**config.mk**
```make
export PLATFORM = sky130hd
export DESIGN_NAME = mem_arbiter
export DESIGN_NICKNAME = d
export VERILOG_FILES = /design/src/rtl/mem_arbiter.sv
export SDC_FILE = /design/constraint.sdc
export NUM_CORES = 1
export LEC_CHECK = 0
export ABC_AREA = 1
export CORE_AREA = 2 2 190 192
export DETAILED_ROUTE_END_ITERATION = 6
export DIE_AREA = 0 0 192 194
export PLACE_DENSITY_LB_ADDON = 0.08
export SETUP_SLACK_MARGIN = 0.1
export SLEW_MARGIN = 10
export SYNTH_ARGS = -nofsm -noshare
export SYNTH_HDL_FRONTEND = slang
export SYNTH_SLANG_ARGS = --single-unit
```
**constraint.sdc**
```tcl
create_clock -name clk -period 2.75 [get_ports clk]
set_input_delay 0.55 -clock clk [delete_from_list [all_inputs] [get_ports clk]]
set_output_delay 0.55 -clock clk [all_outputs]
set_load 0.005 [all_outputs]
```
**src/rtl/mem_arbiter.sv**
```systemverilog
// Two-requester round-robin arbiter in front of a single-port word memory.
// Optional MEM_ARB_LOCK_EN adds lock0/lock1 for atomic read-modify-write.
module mem_arbiter #(
  parameter int AW     = 30,
  parameter int DW     = 64,
  parameter int RD_LAT = 2
) (
  input  logic          clk,
  input  logic          reset,
  input  logic          req0,
  input  logic          we0,
  input  logic [AW-1:0] addr0,
  input  logic [DW-1:0] wdata0,
  output logic          gnt0,
  output logic          rvalid0,
  output logic [DW-1:0] rdata0,
  input  logic          req1,
  input  logic          we1,
  input  logic [AW-1:0] addr1,
  input  logic [DW-1:0] wdata1,
  output logic          gnt1,
  output logic          rvalid1,
  output logic [DW-1:0] rdata1,
`ifdef MEM_ARB_LOCK_EN
  input  logic          lock0,
  input  logic          lock1,
`endif
  output logic [AW-1:0] mem_addr,
  output logic          mem_wen,
  output logic [DW-1:0] mem_wdata,
  input  logic [DW-1:0] mem_rdata
);

  logic              r_last;
  logic [RD_LAT-1:0] r_pv;
  logic [RD_LAT-1:0] r_pid;
  logic              w_gnt0;
  logic              w_gnt1;
  logic              w_any;
  logic              w_we;

`ifdef MEM_ARB_LOCK_EN
  logic r_locked;
  logic r_lock_id;
  logic w_glock;
`endif

  always_comb begin
    w_gnt0 = 1'b0;
    w_gnt1 = 1'b0;
    if (!reset) begin
`ifdef MEM_ARB_LOCK_EN
      if (r_locked) begin
        w_gnt0 = req0 & !r_lock_id;
        w_gnt1 = req1 & r_lock_id;
      end else begin
        w_gnt1 = req1 & (!req0 | !r_last);
        w_gnt0 = req0 & !w_gnt1;
      end
`else
      // r_last holds the previous grantee; the other side wins a conflict
      w_gnt1 = req1 & (!req0 | !r_last);
      w_gnt0 = req0 & !w_gnt1;
`endif
    end
  end

  assign w_any     = w_gnt0 | w_gnt1;
  assign w_we      = w_gnt1 ? we1 : we0;
  assign gnt0      = w_gnt0;
  assign gnt1      = w_gnt1;
  assign mem_addr  = w_gnt1 ? addr1 : addr0;
  assign mem_wdata = w_gnt1 ? wdata1 : wdata0;
  assign mem_wen   = w_any & w_we;

`ifdef MEM_ARB_LOCK_EN
  assign w_glock = w_gnt1 ? lock1 : lock0;
`endif

  always_ff @(posedge clk) begin
    if (reset) begin
      r_last <= 1'b1;
      r_pv   <= '0;
      r_pid  <= '0;
`ifdef MEM_ARB_LOCK_EN
      r_locked  <= 1'b0;
      r_lock_id <= 1'b0;
`endif
    end else begin
      for (int i = RD_LAT - 1; i > 0; i--) begin
        r_pv[i]  <= r_pv[i-1];
        r_pid[i] <= r_pid[i-1];
      end
      r_pv[0]  <= w_any & !w_we;
      r_pid[0] <= w_gnt1;
      if (w_any) begin
        r_last <= w_gnt1;
`ifdef MEM_ARB_LOCK_EN
        // only the holder can be granted while locked, so this also unlocks
        r_locked  <= w_glock;
        r_lock_id <= w_gnt1;
`endif
      end
    end
  end

  assign rvalid0 = !reset & r_pv[RD_LAT-1] & !r_pid[RD_LAT-1];
  assign rvalid1 = !reset & r_pv[RD_LAT-1] & r_pid[RD_LAT-1];
  assign rdata0  = mem_rdata;
  assign rdata1  = mem_rdata;

endmodule
```
[Yosys cells after proc, flatten, opt, wreduce, memory -nomap -nowiden]
Index checks and enable logic that the tools add are counted.
Cells by class
  multiplexer cells: 5
  bitwise gates (word level): 9
  reductions and logical operators: 6
Operator list (count)
  two-way mux 64 bit: 1
  two-way mux 30 bit: 1
  AND 1 bit: 7
  logical NOT 1 bit: 6
  two-way mux 1 bit: 3
  OR 1 bit: 2
Storage, ports and cells
  register bits after elaboration: 5
  input bits: 258
  output and inout bits: 227
  logic and storage cells: 23

[Depth between registers and ports, before layout]
Gate-level depths: netlist of run 1.
  depth in word-level cells: 8
  mapped depth: 7
  mapped depth without buffers: 5

[Worst setup path before layout of run 1]
OpenSTA, ideal clock, no wires.
  path kind: input to output
  from: in req0
  to: out mem_wdata[10]
  data arrival time: 1.255 ns
  required time: 2.200 ns
  setup slack: 0.945 ns
  stages: 7
  buffers on the path: 2
  cell sequence: nand2_1 > nand3_4 > inv_2 > buf_6 > buf_4 > nand2_1 > nand2_1
On the way
  longest elaborated chain between the ends: 5
Ends and longest elaborated chain
  from (decl): line 10  | input logic req0,
  logical NOT 1 bit: line 62  | w_gnt1 = req1 & (!req0 | !r_last);
  OR 1 bit: line 62
  AND 1 bit: line 62
  two-way mux 1 bit: line 51  | if (!reset) begin
  two-way mux 64 bit: line 73  | assign mem_wdata = w_gnt1 ? wdata1 : wdata0;
  to (decl): line 30  | output logic [DW-1:0] mem_wdata,
Every way passes these cells.

[Final worst setup path of run 1]
  from: in req1
  to: out mem_wdata[20]
On the way
  longest elaborated chain between the ends: 3
Ends and longest elaborated chain
  from (decl): line 17  | input logic req1,
  AND 1 bit: line 62
  two-way mux 1 bit: line 51
  two-way mux 64 bit: line 73
Every way passes these cells.

==> impl_results.rst, run 1 <==
.. list-table::
   :header-rows: 1

   * - Metric
     - Value
   * - Global placement routability congestion
     - 0.755
   * - DRT Pass-1 Iters
     - 4
   * - Post-Route Hold Slack
     - 398 ps
   * - Final critical-path required period
     - 2620 ps
   * - Kind of end point of the critical path
     - output pin
   * - Die outline width
     - 192 um
   * - Die Ht
     - 194 um
   * - Clock latency of the later-clocked register in the worst-skew pair
     - 230 ps
   * - Post-synthesis instance total
     - 465
   * - Mean number of vias per cell
     - 2.91
   * - Cell repeated most along the worst path
     - sky130_fd_sc_hd__nand2_1
   * - Transition time of the tightest slew-check pin
     - 218 ps
   * - Dominant cells by area after synthesis
     - sky130_fd_sc_hd__nand2_1 46%, sky130_fd_sc_hd__buf_4 43%, sky130_fd_sc_hd__dfxtp_1 4.2%
   * - Drt first-iter violations
     - 41
   * - Area growth, synth to finish
     - 127%
   * - Cell type contributing the most total cell area after synthesis
     - sky130_fd_sc_hd__nand2_1
   * - Syn_nets
     - 723
   * - Crit path DAT
     - 2070 ps
   * - Outcome
     - complete, no violations
   * - Worst slack after detailed placement
     - -206 ps
   * - Slowest cell on the critical path
     - sky130_fd_sc_hd__clkdlybuf4s50_1
   * - MaxCap Viol Count
     - 0
   * - Number of clock sinks seen by CTS
     - 5
   * - Data required time at the worst endpoint
     - 2200 ps
   * - Final Hold Viols
     - 0
   * - Top fanout value on the critical path
     - 15
   * - H-tree lvl count
     - 1
   * - TritonCTS clock tree
     - yes
   * - Root buffer cell
     - sky130_fd_sc_hd__clkbuf_16
   * - Critical Path, Cell by Cell
     - dlygate4sd2_1, nand3_4, buf_6, buf_12, nand2_1, nand2_1, clkdlybuf4s50_1
   * - DPL Wire Length
     - 11.4 mm
   * - Via count of the first global-routing pass
     - 3,438
   * - Final period utilization
     - 95.4%
   * - Fraction of final layout cells sized beyond drive strength 1
     - 5.31%
   * - Classification of the worst setup path
     - primary input to output pin
   * - Synth warnings
     - 0
   * - Max incr delay on CP
     - 520 ps
   * - Unrepaired setup endpoints after global routing
     - true
   * - Final Net Count
     - 899
   * - Synthesized area divided by synthesized cell count
     - 5.10 um2
   * - Number of I/O pins
     - 485
   * - Type of origin of the critical path
     - primary input
   * - DRC errors left
     - 0
   * - Worst min-delay path class
     - flop to flop
   * - Final number of setup-violating endpoints
     - 0
   * - Deepest clock path buffer count
     - 2
   * - Total number of placement rows
     - 69
   * - Total power divided by cell area
     - 206 nW/um2
   * - Diodes inserted
     - 0
   * - Lkg Pwr
     - 2.61 nW
   * - Via count
     - 3,203
   * - Cell area after synthesis
     - 2370 um2
   * - First-pass GRT wire length
     - 20.0 mm
   * - TritonCTS Buffers
     - 3
   * - Clock transition at path regs
     - 30 ps
   * - I/O Buffers
     - 292
   * - Gr ovfl total
     - 0
   * - Slack of the critical path
     - 127 ps
   * - Sequential area share after synthesis
     - 4.22%
   * - Synthesized flop and latch total
     - 5
   * - Total GRT Usage
     - 6.99%
   * - IR drop worst, VDD
     - 110 uV
   * - F_max
     - 0.381 GHz
   * - Total Die Area
     - 37,200 um2
   * - Synth unique cells
     - 12
   * - Antenna viol nets, final
     - 0
   * - Area of the core
     - 35,200 um2
   * - Sum of routed wire length over all layers
     - 14.8 mm
   * - Headroom to the max-slew limit
     - 85.4%
   * - Initial antenna violation count
     - 1
   * - Clk_skew
     - 0.512 ps
   * - Avg WL per Cell
     - 13.4 um
   * - Pin count of the biggest net entering global routing
     - 42
   * - Final Max Tran Viols
     - 0
   * - Starting Density
     - 6.73%
   * - Yosys top cell area share
     - 45.9%
==> layer usage <==
metal / track usage (%) / part of all wire (%) / wire, um
met5: 0 / 0.054 / 8
met4: 2.66 / 3.3 / 485
met2: 14.0 / 51 / 7500
met3: 2.44 / 13 / 1990
met1: 6.26 / 32 / 4780
==> registers in the layout, indices dropped and copies added (netlist names) <==
| register | count |
|---|---|
| r_pid | 2 |
| r_pv | 2 |
| r_last | 1 |
==> worst max-delay path: cells and delay by family <==
| family | cells | cell delay, ps |
|---|---|---|
| buf+inv | 4 | 1170 |
| simple gates | 3 | 340 |
==> logic make-up after synthesis <==
family / Yosys count / synth area share, %
compound gates: 1 / 0.317
buf+inv: 157 / 46.9
flops: 5 / 4.22
simple gates: 302 / 48.6
==> worst paths after layout <==
kind	startpoint	cells past startpoint	endpoint	slack (ps)
worst min register to register	r_pv[0]	2	r_pv[1]	400
worst min-delay path	r_pv[0]	2	r_pv[1]	400
worst max register to register	r_last	5	r_pid[0]	1660
worst max-delay path	req1	7	mem_wdata[20]	130
==> area by class of cell <==
cell class	count	area, um2
clock buffers	4	78.8
well taps	461	577
inverters	9	46.3
fillers	4077	29900
flip-flops and latches	5	100
multi-input cells	303	1160
repair buffers	319	3410
==> synth_stat cells, drive strengths merged <==
cell type,n
a21o,1
buf,142
nand2,290
nand4,2
clkbuf,6
nand3,1
inv,9
nor2,9
dfxtp,5
==> per-stage QoR <==
stage                     total power, W  std cells  utilization (%)  setup TNS [ps]  cell area (um2)
after global routing             0.00120       1101             15.3               0             5370
after global placement          0.000856       1085             14.1           -9040             4970
final                            0.00111       1101             15.3               0             5370
after CTS                        0.00112       1097             14.8               0             5220
after detailed placement        0.000849       1085             14.1          -10820             4970
after floorplan                 0.000414        465                -               0             2370
==> report_power, final <==
| part | leakage [nW] | internal (W) | switching [W] |
|---|---|---|---|
| Combinational | 2.53 | 0.000530 | 0.000260 |
| Sequential | 0.0412 | 0.0000774 | 0.00000171 |
| Clock | 0.0382 | 0.000192 | 0.0000463 |
==> timing repair <==
item,CTS,global route
gates resized for setup,27,25
hold buffers,0,0
pin swaps,2,1
cloned,4,3
buffers inserted,4,1
endpoints found under the setup margin,97,67
==> layout by cell type, fill, tap and decap left out, types with 2 or more instances in the layout <==
| cell type | netlist | routed |
|---|---|---|
| sky130_fd_sc_hd__bufbuf_16 | 0 | 3 |
| sky130_fd_sc_hd__nor2_1 | 9 | 9 |
| sky130_fd_sc_hd__buf_4 | 135 | 11 |
| sky130_fd_sc_hd__inv_1 | 7 | 7 |
| sky130_fd_sc_hd__clkdlybuf4s50_1 | 0 | 248 |
| sky130_fd_sc_hd__nand2_1 | 290 | 289 |
| sky130_fd_sc_hd__dlymetal6s2s_1 | 0 | 23 |
| sky130_fd_sc_hd__clkbuf_16 | 0 | 6 |
| sky130_fd_sc_hd__buf_12 | 0 | 8 |
| sky130_fd_sc_hd__dlygate4sd2_1 | 0 | 21 |
| sky130_fd_sc_hd__dfxtp_1 | 5 | 5 |
| sky130_fd_sc_hd__nand4_1 | 2 | 2 |
No activity file was read; power rests on OpenSTA's default activity.
==> inputs of run 2 (changes only) <==
==> constraint.sdc (replaced) <==
create_clock -name clk -period 3.3 [get_ports clk]
set_input_delay 0.66 -clock clk [delete_from_list [all_inputs] [get_ports clk]]
set_output_delay 0.66 -clock clk [all_outputs]
set_load 0.005 [all_outputs]
==> run 2 against run 1 <==
Effect of this change: sequential cell count is the same; power shrank 18%; global-route usage shrank 0.55 points; non-clock buffer count shrank 13; combinational power shrank 19%; clock power shrank 17%; first-iteration DRC count grew 83%; final area shrank 5.4%; clock skew is essentially flat; sequential power shrank 17%; largest power group unchanged.
==> impl_results.rst, run 2 (synthesis gave the netlist of run 1 again) <==
.. list-table::
   :header-rows: 1

   * - Metric
     - Value
   * - Largest delay share family, worst path
     - buffers and inverters (unchanged)
   * - Area of combinational cells with multiple inputs
     - 1160 um2 (about the same)
   * - Share of total power in the clock network
     - 21.8% (was 21.5%)
   * - Total Die Area
     - 37,200 um2 (unchanged)
   * - Classification of the worst setup path
     - primary input to output pin (unchanged)
   * - Die outline width
     - 192 um (unchanged)
   * - Crit path DAT
     - 2460 ps (was 2070 ps)
   * - Worst min-delay path class
     - flop to flop (unchanged)
   * - Total number of placement rows
     - 69 (unchanged)
   * - DPL Wire Length
     - 11.4 mm (about the same)
   * - IR drop worst, VDD
     - 86.0 uV (was 110 uV)
   * - WP depth
     - 8 (was 7)
   * - Via count
     - 3,214 (was 3,203)
   * - Number of clock sinks seen by CTS
     - 5 (unchanged)
   * - Final number of setup-violating endpoints
     - 0 (unchanged)
   * - Internal Dissipation
     - 0.000655 W (was 0.000799 W)
   * - Lkg Pwr
     - 2.22 nW (was 2.61 nW)
   * - Length in cells of the worst reg-to-reg path
     - 6 (was 5)
   * - Final sum of negative setup slack
     - 0 ps (unchanged)
   * - Final Hold Viols
     - 0 (unchanged)
   * - Total power divided by cell area
     - 178 nW/um2 (was 206 nW/um2)
   * - Most frequent cells in the layout
     - 291 x sky130_fd_sc_hd__clkdlybuf4s50_1, 290 x sky130_fd_sc_hd__nand2_1, 9 x sky130_fd_sc_hd__nor2_1 (was 289 x sky130_fd_sc_hd__nand2_1, 248 x sky130_fd_sc_hd__clkdlybuf4s50_1, 23 x sky130_fd_sc_hd__dlymetal6s2s_1)
   * - Power dissipated by switching net loads
     - 0.000247 W (was 0.000308 W)
   * - Via count of the first global-routing pass
     - 3,310 (was 3,438)
   * - Buf/Inv on CP
     - 4 (unchanged)
   * - Sequential share of power
     - 7.3% (was 7.1%)
   * - Clock latency of the later-clocked register in the worst-skew pair
     - 220 ps (was 230 ps)
   * - Data required time at the worst endpoint
     - 2640 ps (was 2200 ps)
   * - Initial antenna violation count
     - 1 (unchanged)
   * - Type of origin of the critical path
     - primary input (unchanged)
   * - Drt first-iter violations
     - 75 (was 41)
   * - Deepest clock path buffer count
     - 2 (unchanged)
   * - Logic gate share of total power
     - 70.9% (was 71.3%)
   * - Most common library cell in the layout ignoring fill and taps
     - sky130_fd_sc_hd__clkdlybuf4s50_1 (was sky130_fd_sc_hd__nand2_1)
   * - First-pass GRT wire length
     - 18.6 mm (was 20.0 mm)
   * - Final Net Count
     - 886 (was 899)
   * - Diodes inserted
     - 0 (unchanged)
   * - Starting Density
     - 6.73% (unchanged)
   * - H-tree lvl count
     - 1 (unchanged)
   * - Final period utilization
     - 94.4%
   * - FF-to-FF setup slack
     - 2200 ps (was 1660 ps)
   * - F_max
     - 0.321 GHz
   * - Area of all sequential standard cells
     - 100 um2 (unchanged)
   * - Number of fill cells in the layout
     - 4,122 (was 4,077)
   * - DRT Pass-1 Iters
     - 4 (unchanged)
   * - Max incr delay on CP
     - 500 ps (was 520 ps)
   * - Critical Path, Cell by Cell
     - clkdlybuf4s50_1, nand2_1, nand3_4, buf_12, buf_4, nand2_1, nand2_1, clkdlybuf4s50_1 (was dlygate4sd2_1, nand3_4, buf_6, buf_12, nand2_1, nand2_1, clkdlybuf4s50_1)
   * - TritonCTS clock tree
     - yes (unchanged)
   * - Worst slack after detailed placement
     - 177 ps (was -206 ps)
   * - Die Ht
     - 194 um (unchanged)
   * - Headroom to the max-slew limit
     - 85.5% (was 85.4%)
   * - Final critical-path required period
     - 3120 ps
   * - Global placement routability congestion
     - 0.789 (was 0.755)
   * - Antenna viol nets, final
     - 0 (unchanged)
   * - Total GRT Usage
     - 6.44% (was 6.99%)
   * - I/O Buffers
     - 292 (unchanged)
   * - Transition time of the tightest slew-check pin
     - 218 ps (about the same)
   * - Root buffer cell
     - sky130_fd_sc_hd__clkbuf_16 (unchanged)
   * - Pin count of the biggest net entering global routing
     - 50 (was 42)
   * - DRC errors left
     - 0 (unchanged)
   * - Registers with the most flip-flops
     - r_pid: 2 flops, r_pv: 2 flops, r_last: 1 flops (unchanged)
   * - Slowest cell on the critical path
     - sky130_fd_sc_hd__clkdlybuf4s50_1 (unchanged)
   * - Slack of the critical path
     - 183 ps (was 127 ps)
   * - Sw Share
     - 27.4% (was 27.8%)
   * - Area growth, synth to finish
     - 114% (was 127%)
   * - Top fanout value on the critical path
     - 33 (was 15)
   * - Area of the core
     - 35,200 um2 (unchanged)
   * - Clock transition at path regs
     - 30 ps (about the same)
   * - Worst hold path depth
     - 2 (unchanged)
   * - MaxCap Viol Count
     - 0 (unchanged)
   * - Hold buffer count at CTS
     - 0 (unchanged)
   * - Final Max Tran Viols
     - 0 (unchanged)
   * - Kind of end point of the critical path
     - output pin (unchanged)
   * - Total power of the final layout
     - 0.000902 W (was 0.00111 W)
   * - Unrepaired setup endpoints after global routing
     - true (unchanged)
   * - Gr ovfl total
     - 0 (unchanged)
   * - Avg WL per Cell
     - 12.8 um (was 13.4 um)
   * - Number of I/O pins
     - 485 (unchanged)
   * - Post-cts resize count
     - 0 (was 27)
   * - Outcome
     - complete, no violations (unchanged)
   * - TritonCTS Buffers
     - 3 (unchanged)
   * - Mean number of vias per cell
     - 2.95 (was 2.91)
   * - Fraction of final layout cells sized beyond drive strength 1
     - 3.19% (was 5.31%)
   * - Buffer count from post-CTS setup fixing
     - 0 (was 4)
   * - Sum of routed wire length over all layers
     - 13.9 mm (was 14.8 mm)
   * - Cell repeated most along the worst path
     - sky130_fd_sc_hd__nand2_1 (unchanged)
   * - Clk_skew
     - 0.382 ps (was 0.512 ps)
run 2: cell types whose count changed in the layout (fill, tap and decap cells not counted), moves of 3 or more:
cell | previous run | this run
sky130_fd_sc_hd__clkdlybuf4s50_1 | 248 | 291
sky130_fd_sc_hd__dlymetal6s2s_1 | 23 | 1
sky130_fd_sc_hd__bufbuf_16 | 3 | 0
sky130_fd_sc_hd__dlygate4sd2_1 | 21 | 0
sky130_fd_sc_hd__buf_4 | 11 | 7
sky130_fd_sc_hd__buf_12 | 8 | 5
run 2: final cells by class:
cell class / count / share of cell area, %
clock buffers: 4 / 1.55
repair buffers: 306 / 61.5
well taps: 461 / 11.3
inverters: 9 / 0.763
flip-flops and latches: 5 / 1.97
multi-input cells: 303 / 22.8
run 2: power groups by stage:
stage          registers (W)  logic [W]  clock network (W)
6_report           0.0000657   0.000640           0.000197
4_1_cts            0.0000659   0.000643           0.000200
2_1_floorplan      0.0000662   0.000279                  0
3_3_place_gp       0.0000667   0.000645                  0
3_5_place_dp       0.0000667   0.000638                  0
5_1_grt            0.0000663   0.000698           0.000207
run 2: per-layer routing:
metal  routed length [um]  vias to the layer above  GRT usage [%]
li1                     -                     1569              -
met1                 4400                     1364           5.54
met2                 7220                      232           13.1
met3                 1910                       47           2.53
met4                  401                        2           2.12
met5                   13                        -              0
run 2: path summary, 6_finish.rpt:
kind | from | end
max reg2reg | r_last | r_pv[0]
max | req0 | mem_wdata[17]
min | r_pid[0] | r_pid[1]
min reg2reg | r_pid[0] | r_pid[1]
run 2: worst reg2reg max path: cells and delay by family, from the launching register on:
kind / cells / cell delay (ps)
and+or+nand+nor: 5 / 510
buffers and inverters: 1 / 210
DFF: 1 / 300
run 2: metrics by stage:
step	instances	instance area, um2	utilization (%)	hold slack, ps
after floorplan	465	2370	-	388
after global placement	1082	4950	14.0	410
after detailed placement	1082	4950	14.0	409
after CTS	1086	5030	14.3	418
after global routing	1088	5080	14.4	436
final	1088	5080	14.4	410
==> RTL edit 1: new RTL, settings of run 2 <==
Change the parameter `RD_LAT` from 2 to 1.
--- a/src/rtl/mem_arbiter.sv
+++ b/src/rtl/mem_arbiter.sv
@@ -3,7 +3,7 @@
 module mem_arbiter #(
   parameter int AW     = 30,
   parameter int DW     = 64,
-  parameter int RD_LAT = 2
+  parameter int RD_LAT = 1
 ) (
   input  logic          clk,
   input  logic          reset,
Behaviour: not the same (Yosys sat finds a counterexample within 4 cycles, from zero or initial values and one cycle with reset high).
==> RTL edit 1 against run 2 <==
  * Final area fell by 0.30%
  * Total power fell by 3.0%
  * Combinational power barely moved
  * Clock skew barely moved
  * Sequential cell count fell by 2
  * Routed wire length rose by 0.31%
  * Largest power group unchanged
  * Worst setup slack improved by 16 ps
  * Synthesized area fell by 2.0%
==> RTL edit 1: results (changes against run 2) <==
pre-CTS setup slack: 96.2 ps (-80.6 ps)
Worst-Margin Slew: 197 ps (-21.3 ps)
layout cells sized above 1: 0.0338 (+0.00192)
vias in the first global route: 2999 (-9.4%)
Worst EP arrival: 2440 ps (-20 ps)
fill count: 4090 (-0.78%)
Crit Path Max Fanout: 29 (-12%)
synth top area cells: nand2_1 (47%), buf_4 (42%), buf_6 (2.9%), dfxtp_1 (2.6%), buf_2 (1.5%)
Final Skew: 0.117 ps (-0.265 ps)
CTS root buf: clkbuf_16
Post-Syn Nets: 717 (-0.83%)
post-DP HPWL: 10900 um (-4.5%)
Yosys warnings: 0 (unchanged)
CTS Buffer Depth: 2 (unchanged)
sequential-to-total area share from yosys stat: 0.0258 (-0.0164)
post-detailed-routing wire length: 14000 um (+0.31%)
Net Switching: 0.241 mW (-2.4%)
I/O Buffers: 292 (unchanged)
Layout Nets: 880 (-0.68%)
Peak VDD IR: 0.0000907 V (+5.5%)
Final Wtd Congestion: 0.687 (-13%)
total CTS buffers: 3 (unchanged)
Iter 0 DRT Violations: 56 (-25%)
total track usage: 0.0610 (-0.00338)
most instantiated cells after synthesis: nand2_1 (290), buf_4 (129), buf_2 (7), nor2_1 (7)
Seq pwr share: 0.046 (-0.027)
first-pass GRT wire length: 17700 um (-4.7%)
Worst-Skew Late Latency: 220 ps (about the same)
clk slew on worst S/H paths: 30 ps (about the same)
largest net degree at the start of global routing: 60 (+20%)
DR vias/cell: 2.87 (-2.9%)
Leak: 2.21 nW (-0.37%)
HP Class: flip-flop to flip-flop
Regs by FF count: r_last (1), r_pid (1), r_pv (1)
status: finished, final reports clean
Ant. Diodes: 0 (unchanged)
initial antenna violation count: 0 (-1)
share of flip-flops with an asynchronous set or reset: 0 (unchanged)
RTL edit 1: cell count changes after synthesis:
cell     delta
nand3_2     +1
nand3_4     -1
buf_4       -6
nor2_1      -2
dfxtp_1     -2
inv_1       -2
buf_2       +1
buf_6       +5
RTL edit 1: layout make-up:
type,instances,area (um^2),share of cell area
Timing Repair Buffer,306,3160,0.624
Multi-Input combinational cell,301,1150,0.228
Tap cell,461,577,0.114
Clock buffer,4,78.8,0.0156
Sequential cell,3,60.1,0.0119
Inverter,7,33.8,0.00667
RTL edit 1: critical path, cell delays in order:
cell and delay, ps:
clkdlybuf4s50_1 500, nand2_2 100, nand3_4 150, buf_4 150
clkbuf_16 200, nand2_1 70, nand2_1 60, clkdlybuf4s50_1 520
RTL edit 1: path summary, 6_finish.rpt:
kind                             start  slack [ps]  depth (start not counted)       endpoint
worst max-delay path              req0         200                          8  mem_wdata[48]
worst max register to register  r_last        2300                          6           r_pv
worst min register to register  r_last         490                          2         r_last
worst min-delay path            r_last         490                          2         r_last
RTL edit 1: power by group through the flow:
stage	clock network, mW	registers [mW]	logic [mW]
CTS	0.196	0.0403	0.628
floorplan	0	0.0405	0.279
finish	0.193	0.0404	0.642
global route	0.202	0.0408	0.700
global placement	0	0.0409	0.633
detailed placement	0	0.0408	0.624
RTL edit 1: kinds of logic after synthesis:
kind of cell / count (synthesis) / share of synthesized area
DFF: 3 / 0.0258
and+or+nand+nor: 300 / 0.489
buffers and inverters: 155 / 0.482
AOI/OAI and AO/OA: 1 / 0.00323
RTL edit 1: layer usage:
metal	GRT usage	vias up	wire length (um)
li1	-	1555	-
met1	0.0564	1289	4770
met2	0.117	219	6970
met3	0.0259	39	1860
met4	0.0221	0	385
met5	0	-	0
RTL edit 1: what timing repair did:
item,4_1_cts,5_1_grt
pin swaps,0,1
resized for setup,0,7
setup buffers,0,4
endpoints found under the setup margin,2,90
gates cloned,0,4
RTL edit 1: through the flow:
step | utilization | hold slack [ps] | area, um^2 | cells
detailed placement | 0.137 | 486 | 4830 | 1070
floorplan | - | 439 | 2320 | 459
finish | 0.144 | 495 | 5070 | 1082
global route | 0.144 | 527 | 5070 | 1082
global placement | 0.137 | 484 | 4830 | 1070
CTS | 0.139 | 491 | 4910 | 1074
==> RTL edit 2: new RTL, flow settings as in run 2 <==
Made on the original files. Reset style: asynchronous (`reset`), changed in one clocked block.
--- a/src/rtl/mem_arbiter.sv
+++ b/src/rtl/mem_arbiter.sv
@@ -77,7 +77,7 @@
   assign w_glock = w_gnt1 ? lock1 : lock0;
 `endif
 
-  always_ff @(posedge clk) begin
+  always_ff @(posedge clk or posedge reset) begin
     if (reset) begin
       r_last <= 1'b1;
       r_pv   <= '0;
Formal check against the unedited RTL: no difference found for any inputs over 10 cycles, from zero or initial values and one cycle with reset high; that may be too few to reach the edited logic, so the function may still have changed.
==> RTL edit 2 against run 2 <==
  * Maximum frequency grew 0.30%
  * Worst setup slack improved by 9.4 ps
  * Routed wire length increased by 8.3%
  * Largest cell class unchanged
  * Synthesized area increased by 0.37%
  * Core utilization shrank 0.071 points
  * Total power is 4.8% higher
  * Highest routed layer is now met4
  * Final area decreased by 0.49%
  * Count of clock-buffer cells in the layout unchanged
  * Sequential cell count is the same
  * Non-clock buffer count is 1 lower
==> RTL edit 2: results (changes against run 2) <==
status: finished, final reports clean
Multi-In Gates: 300 (-0.99%)
met1 wire length: 4680 um (+6.5%)
Mapped Cells: 459 (-1.3%)
Inst Count DP: 1076 (-0.55%)
buffer share of cell area: 0.614 (-0.00190)
met2 wire length: 8110 um (+12%)
sequential-to-total area share from yosys stat: 0.0531 (+0.0109)
reg2reg start: r_last
DP Area: 4950 um^2 (about the same)
fraction of standard cell area in multi-input logic: 0.227 (-0.00159)
Netlist cell types: 13 (+1)
Comb power: 0.677 mW (+5.8%)
Leak: 2.22 nW (about the same)
Clock buf/inv share: 0.0156 (+0.0000767)
top layer in use: met4
nonclk buf count: 305 (-0.33%)
Final Wtd Congestion: 0.798 (+1.1%)
total track usage: 0.0710 (+0.00660)
inverters: 6 (-3)
Syn Area/Cell: 5.18 um^2 (+1.7%)
Most used DFF post-synth: dfrtp_1
Post-Syn Nets: 717 (-0.83%)
post-DP HPWL: 12700 um (+11%)
Peak VDD IR: 0.000142 V (+65%)
Seq pwr share: 0.075 (+0.002)
Seq area share: 0.0250 (+0.00529)
sw frac: 0.287 (+0.0133)
Final Skew: 0.373 ps (-0.00884 ps)
Hold Crit Start: r_pid[0]
vias in the first global route: 3166 (-4.4%)
Crit Path Max Fanout: 45 (+36%)
DRT Pass-1 Iters: 5 (+1)
Seq cells: 5 (unchanged)
vias: 3140 (-2.3%)
largest net degree at the start of global routing: 46 (-8.0%)
layout cells sized above 1: 0.0323 (+0.000360)
met1 Use GR: 0.0592 (+0.00376)
Layout Nets: 879 (-0.79%)
Ant. Diodes: 1 (+1)
first-pass GRT wire length: 19800 um (+6.6%)
==> RTL edit 2: cell count changes after synthesis, sizes merged, moves of 2 or more <==
cell	change
nor2	-5
dfrtp	+4
inv	-3
dfxtp	-5
nand2	+2
==> RTL edit 2: what timing repair did <==
action / 4_1_cts / 5_1_grt
buffers inserted: 0 / 0
setup endpoints to repair: 0 / 3
gates resized for setup: 0 / 1
==> RTL edit 2: path summary, 6_finish.rpt <==
kind	end	cells after the start	slack (ps)
max	mem_wdata[9]	8	190
max in group asynchronous	r_last	3	2300
min reg2reg	r_pid[1]	0	350
min in group asynchronous	r_pid[0]	3	790
min	r_pid[1]	0	350
max reg2reg	r_pv[0]	7	1890
==> RTL edit 2: cell families after synthesis <==
| logic type | synth area share |
|---|---|
| flip-flops | 0.0531 |
| AO/OA/AOI/OAI | 0.00210 |
| AND/OR/NAND/NOR | 0.476 |
| buffers and inverters | 0.468 |
